<file path="config.mk">
export PLATFORM = sky130hd
export DESIGN_NAME = writeback_stage
export DESIGN_NICKNAME = d
export VERILOG_FILES = /design/src/rtl/fusion_wb_defs.sv /design/src/rtl/wb_load_fifo.sv /design/src/rtl/writeback_stage.sv
export SDC_FILE = /design/constraint.sdc
export NUM_CORES = 1
export LEC_CHECK = 0
export ABC_AREA = 1
export BUFFER_PORTS_ARGS = -buffer_cell sky130_fd_sc_hd__buf_2
export CAP_MARGIN = 0
export CORE_MARGIN = 8
export CORE_UTILIZATION = 30
export DETAILED_ROUTE_END_ITERATION = 8
export HOLD_SLACK_MARGIN = 0.06
export PLACE_DENSITY_LB_ADDON = 0.15
export SETUP_SLACK_MARGIN = 0.2
export SYNTH_ARGS = -nofsm -noshare
export SYNTH_HDL_FRONTEND = slang
export SYNTH_SLANG_ARGS = --single-unit
</file>
<file path="constraint.sdc">
create_clock -name clk_in -period 3.3 [get_ports clk_in]
set_input_delay 0.66 -clock clk_in [delete_from_list [all_inputs] [get_ports clk_in]]
set_output_delay 0.66 -clock clk_in [all_outputs]
set_load 0.05 [all_outputs]
</file>
<file path="src/rtl/fusion_wb_defs.sv">
// Shared encodings and widths for the writeback stage and its load FIFO.
package fusion_wb_defs;

  localparam int REG_ADDR_W = 5;
  localparam int XLEN       = 32;

  localparam logic [1:0] WB_MODE_FULL = 2'b00;
  localparam logic [1:0] WB_MODE_UH   = 2'b01;
  localparam logic [1:0] WB_MODE_LH   = 2'b10;
  localparam logic [1:0] WB_MODE_NONE = 2'b11;

  localparam logic [1:0] LD_SZ_B = 2'b00;
  localparam logic [1:0] LD_SZ_H = 2'b01;
  localparam logic [1:0] LD_SZ_W = 2'b10;

  typedef struct packed {
    logic [REG_ADDR_W-1:0] rd;
    logic [XLEN-1:0]       val;
  } wb_entry_t;

endpackage

</file>
<file path="src/rtl/wb_load_fifo.sv">
// Power-of-two depth synchronous FIFO holding extended load returns.
// Head entry is visible combinationally so the stage can pop and register it in one edge.
module wb_load_fifo #(
  parameter int DEPTH = 2,
  parameter int WIDTH = 37
) (
  input  logic                     clk_in,
  input  logic                     reset_in,
  input  logic                     push,
  input  logic [WIDTH-1:0]         push_data,
  input  logic                     pop,
  output logic [WIDTH-1:0]         head,
  output logic [$clog2(DEPTH):0]   count,
  output logic                     full,
  output logic                     empty
);

  localparam int AW = $clog2(DEPTH);

  logic [WIDTH-1:0] mem [DEPTH];
  logic [AW-1:0]    wr_ptr;
  logic [AW-1:0]    rd_ptr;

  // Pointers wrap for free because DEPTH is a power of two.
  always_ff @(posedge clk_in or negedge reset_in) begin
    if (!reset_in) begin
      wr_ptr <= '0;
      rd_ptr <= '0;
      count  <= '0;
    end else begin
      if (push) wr_ptr <= wr_ptr + 1'b1;
      if (pop)  rd_ptr <= rd_ptr + 1'b1;
      case ({push, pop})
        2'b10:   count <= count + 1'b1;
        2'b01:   count <= count - 1'b1;
        default: count <= count;
      endcase
    end
  end

  always_ff @(posedge clk_in) begin
    if (push) mem[wr_ptr] <= push_data;
  end

  assign head  = mem[rd_ptr];
  assign full  = (count == (AW+1)'(DEPTH));
  assign empty = (count == '0);

endmodule

</file>
<file path="src/rtl/writeback_stage.sv">
// Final pipeline stage: arbitrates ALU results and extended loads onto the register file write port.
// Optional build macro FUSION_WB_FORWARD_EN adds a bypass copy of full-word writes.
module writeback_stage
  import fusion_wb_defs::*;
#(
  parameter int LD_FIFO_DEPTH = 2,
  parameter bit ZERO_REG_RO   = 1'b1
) (
  input  logic                  clk_in,
  input  logic                  reset_in,
  input  logic                  alu_valid_in,
  output logic                  alu_ready_out,
  input  logic [REG_ADDR_W-1:0] alu_rd_in,
  input  logic [XLEN-1:0]       alu_val_in,
  input  logic [1:0]            alu_mode_in,
  input  logic                  ld_valid_in,
  output logic                  ld_ready_out,
  input  logic [REG_ADDR_W-1:0] ld_rd_in,
  input  logic [XLEN-1:0]       ld_val_in,
  input  logic [1:0]            ld_size_in,
  input  logic                  ld_sign_in,
  output logic [XLEN-1:0]       rd_val_out,
  output logic [REG_ADDR_W-1:0] rd_out,
  output logic                  wb_out,
  output logic                  wb_uh_out,
  output logic                  wb_lh_out
`ifdef FUSION_WB_FORWARD_EN
  ,
  output logic                  fwd_valid_out,
  output logic [REG_ADDR_W-1:0] fwd_rd_out,
  output logic [XLEN-1:0]       fwd_val_out
`endif
);

  localparam int CW = $clog2(LD_FIFO_DEPTH) + 1;

  function automatic logic [XLEN-1:0] extend_load(input logic [XLEN-1:0] raw,
                                                   input logic [1:0] size,
                                                   input logic sgn);
    case (size)
      LD_SZ_B: extend_load = {{(XLEN-8){sgn & raw[7]}}, raw[7:0]};
      LD_SZ_H: extend_load = {{(XLEN-16){sgn & raw[15]}}, raw[15:0]};
      LD_SZ_W: extend_load = raw;
      default: extend_load = raw;
    endcase
  endfunction

  wb_entry_t      push_entry;
  wb_entry_t      head_entry;
  logic [CW-1:0]  ld_count;
  logic           fifo_full;
  logic           fifo_empty;
  logic           ld_push;
  logic           grant_alu;
  logic           grant_ld;
  logic           zero_alu;
  logic           zero_ld;

  assign push_entry = '{rd: ld_rd_in, val: extend_load(ld_val_in, ld_size_in, ld_sign_in)};

  assign ld_ready_out  = (ld_count < CW'(LD_FIFO_DEPTH));
  assign alu_ready_out = ~fifo_full;
  assign ld_push       = ld_valid_in & ld_ready_out;

  // A full FIFO takes priority so loads can never starve behind a busy ALU.
  assign grant_alu = ~fifo_full & alu_valid_in;
  assign grant_ld  = fifo_full | (~alu_valid_in & ~fifo_empty);

  assign zero_alu = ZERO_REG_RO && (alu_rd_in == '0);
  assign zero_ld  = ZERO_REG_RO && (head_entry.rd == '0);

  wb_load_fifo #(
    .DEPTH (LD_FIFO_DEPTH),
    .WIDTH ($bits(wb_entry_t))
  ) u_ld_fifo (
    .clk_in    (clk_in),
    .reset_in  (reset_in),
    .push      (ld_push),
    .push_data (push_entry),
    .pop       (grant_ld),
    .head      (head_entry),
    .count     (ld_count),
    .full      (fifo_full),
    .empty     (fifo_empty)
  );

  always_ff @(posedge clk_in or negedge reset_in) begin
    if (!reset_in) begin
      rd_out     <= '0;
      rd_val_out <= '0;
      wb_out     <= 1'b0;
      wb_uh_out  <= 1'b0;
      wb_lh_out  <= 1'b0;
    end else if (grant_alu) begin
      rd_out     <= alu_rd_in;
      rd_val_out <= alu_val_in;
      wb_out     <= (alu_mode_in != WB_MODE_NONE) && !zero_alu;
      wb_uh_out  <= (alu_mode_in == WB_MODE_UH) && !zero_alu;
      wb_lh_out  <= (alu_mode_in == WB_MODE_LH) && !zero_alu;
    end else if (grant_ld) begin
      rd_out     <= head_entry.rd;
      rd_val_out <= head_entry.val;
      wb_out     <= !zero_ld;
      wb_uh_out  <= 1'b0;
      wb_lh_out  <= 1'b0;
    end else begin
      // Idle: address/data hold, only the enables drop.
      wb_out     <= 1'b0;
      wb_uh_out  <= 1'b0;
      wb_lh_out  <= 1'b0;
    end
  end

`ifdef FUSION_WB_FORWARD_EN
  assign fwd_valid_out = wb_out & ~wb_uh_out & ~wb_lh_out;
  assign fwd_rd_out    = rd_out;
  assign fwd_val_out   = rd_val_out;
`endif

endmodule
</file>
==> flow_summary.toml <==
[outcome]
status = "finished, final reports clean"

[power]
p_leak_nw = 2.81
switchingPower_mw = 2.73
pwr-share-comb_pct = 37.8
p_seq_share_pct = 34.1
ir_worst_vdd_v = 0.000365
power_density_nw_per_um2 = 1040
swShare_pct = 41.2
p_int_mw = 3.89
pwr-share-clk_pct = 28.1

[timing]
tns_ns = 0
relSlewSlack_pct = 28.5
worst_slew_pin_slew_ns = 1.07
drv_slew = 0
fmax_ghz = 0.515
rsz0062_at_grt = "false"
post-route-period-util_pct = 58.8
final_hold_viol_count = 0
setup_violations = 0
finalClockSkew_ns = 0.00729
finalCriticalPeriod_ns = 1.94

[hold_path]
min_path_type = "input port to flop"

[yosys]
ys_ff_latch = 118
ys_top_cells_by_area = "edfxtp_1 (45%), dfrtp_1 (22%), nand2_1 (14%), nand3_1 (5.1%), o211ai_1 (4.5%)"
ys_warn_count = 0
syn_area_per_cell_um2 = 10.7
syn-num-nets = 548
netlist.area_leader.share_pct = 44.7
synth_top_area_cell = "edfxtp_1"
synth_seq_area_share_pct = 66.9
syn_area_um2 = 4970
syn_inst = 464
synth_cell_types = 22

[drt]
postRouteAntennaNets = 0
routed_wl_mm = 13.0
via_per_inst = 4.51
wire_per_inst_um = 16.0
vias = 3688
drtPass1Iterations = 4
drc = 0
drt-initial-drc-count = 163

[die]
die-area_um2 = 20900
fp-row-count = 47
die_h_um = 145
io_pins = 125
die_w_um = 145
coreArea_um2 = 16400
initial_core_util_pct = 30.3

[clock_tree]
clockBufferDepth = 2
clkSlewWorstSetupHoldPaths_ns = 0.05
cts_resized = 0
postCtsHoldBufs = 0
insertion_delay_ns = 0.41
cts_setup_buffers = 0
cts_tree = "done"
htree_levels = 4
cts_made_buffers = 17
root_buffer = "clkbuf_16"
cts.sinks = 118

[global_routing]
grt_pass1_vias = 3792
grt_max_degree = 74
grt_overflow = 0
grt.total_usage_pct = 13.1
grt_pass1_wl_mm = 20.5
antenna_found_initial = 0

[worst_setup_path]
critical_path.top_delay_family = "simple AND/OR/NAND/NOR gates"
critical_path_buf_inv_count = 1
end_kind = "flop"
crit_required_ns = 3.38
crit_chain = "buf_2 > nor2_1 > nand3_1 > nand3_1"
cp_slowest_cell = "nand3_1"
critPathKind = "input port to flop"
path_common_cell = "nand3_1"
worstSetupStartpointType = "input port"
slowest_delay_ns = 0.67
critPathMaxFanout = 26
arrival_ns = 2.02

[finish]
layout_commonest_cell = "nand2_1"
layout-drive-gt1-share_pct = 28.1
fin_nets = 668
final_cell_mix = "nand2_1 (182), buf_2 (124), edfxtp_1 (74)"
design_area_um2 = 6340
antenna-diode-count = 0
area_delta_synth_final_pct = 27.7

[placement]
dpl.hpwl_mm = 8.57
globalplace.congestion = 0.678
dpl_cell_area_um2 = 5740
io_buffers = 124

[flow_run]
max_cap_violations = 0
-- registers in the layout (all words and copies together), names as in the netlist --
signal / count
u_ld_fifo.mem: 74
rd_out: 5
wb_out: 1
u_ld_fifo.count: 2
wb_lh_out: 1
rd_val_out: 32
wb_uh_out: 1
u_ld_fifo.rd_ptr: 1
u_ld_fifo.wr_ptr: 1
-- metal layers --
| metal | track usage [%] | part of all wire (%) |
|---|---|---|
| met4 | 5.26 | 1.5 |
| met1 | 15.6 | 44 |
| met3 | 4.04 | 4.9 |
| met5 | 0 | 0 |
| met2 | 21.8 | 49 |
-- layout make-up --
| class | instances | area [µm²] |
|---|---|---|
| clock inverter | 9 | 93.8 |
| inverter | 10 | 37.5 |
| fill | 1661 | 10100 |
| multi-input combinational | 307 | 1440 |
| tap | 220 | 275 |
| sequential | 118 | 3320 |
| clock buffer | 23 | 510 |
| timing repair buffer | 130 | 666 |
-- power groups by stage --
stage               clock network [mW]  registers (mW)  logic [mW]
global route                      1.96            2.31        2.74
floorplan                            0            3.11        1.06
detailed placement                   0            2.28        2.55
global placement                     0            2.27        2.53
CTS                               1.90            2.26        2.56
finish                            1.86            2.25        2.50
-- path summary, 6_finish.rpt --
path / start / to / slack, ns / cells past startpoint
max in group asynchronous: reset_in / rd_val_out[1] / 2.19 / 1
hold reg to reg: rd_val_out[6] / rd_val_out[6] / 0.47 / 2
min in group asynchronous: reset_in / rd_val_out[17] / 0.45 / 1
hold / removal: ld_rd_in[4] / u_ld_fifo.mem[1][36] / 0.44 / 1
setup / recovery: ld_size_in[1] / u_ld_fifo.mem[1][18] / 1.36 / 4
setup reg to reg: u_ld_fifo.count[0] / rd_val_out[12] / 1.44 / 6
-- metrics by stage --
step	hold WS (ns)	utilization [%]	cells	power (mW)	setup slack (ns)
after floorplan	0.364	-	464	4.17	0.320
after global placement	0.459	35.0	785	4.81	1.02
after detailed placement	0.461	35.0	785	4.84	0.945
after CTS	0.419	38.7	817	6.72	1.39
after global routing	0.426	38.7	817	7.01	1.26
final	0.445	38.7	817	6.61	1.36
-- cell usage after synthesis --
cell,instances
a21oi_1,1
nand4_1,1
nand2_1,183
xor2_1,3
o211ai_2,3
clkbuf_1,7
buf_6,8
inv_2,2
a21oi_2,1
buf_2,14
nor3_1,1
o21ai_0,10
nand3_1,51
ha_1,1
nand2_2,2
xnor2_1,1
inv_1,8
a31oi_1,4
dfrtp_1,44
edfxtp_1,74
nor2_1,15
o211ai_1,30
-- kinds of logic (layout without fill, tap and decap cells) --
kind of cell | count (synthesis) | after routing | share of synthesized area [%]
buffers and inverters | 39 | 172 | 4.51
AND/OR/NAND/NOR | 253 | 253 | 20.6
XOR/XNOR | 4 | 4 | 0.705
flip-flops | 118 | 118 | 66.9
adder cells (fa/ha/maj) | 1 | 1 | 0.252
AO/OA/AOI/OAI | 49 | 49 | 7.08
Power figures use the tool's default switching activity.
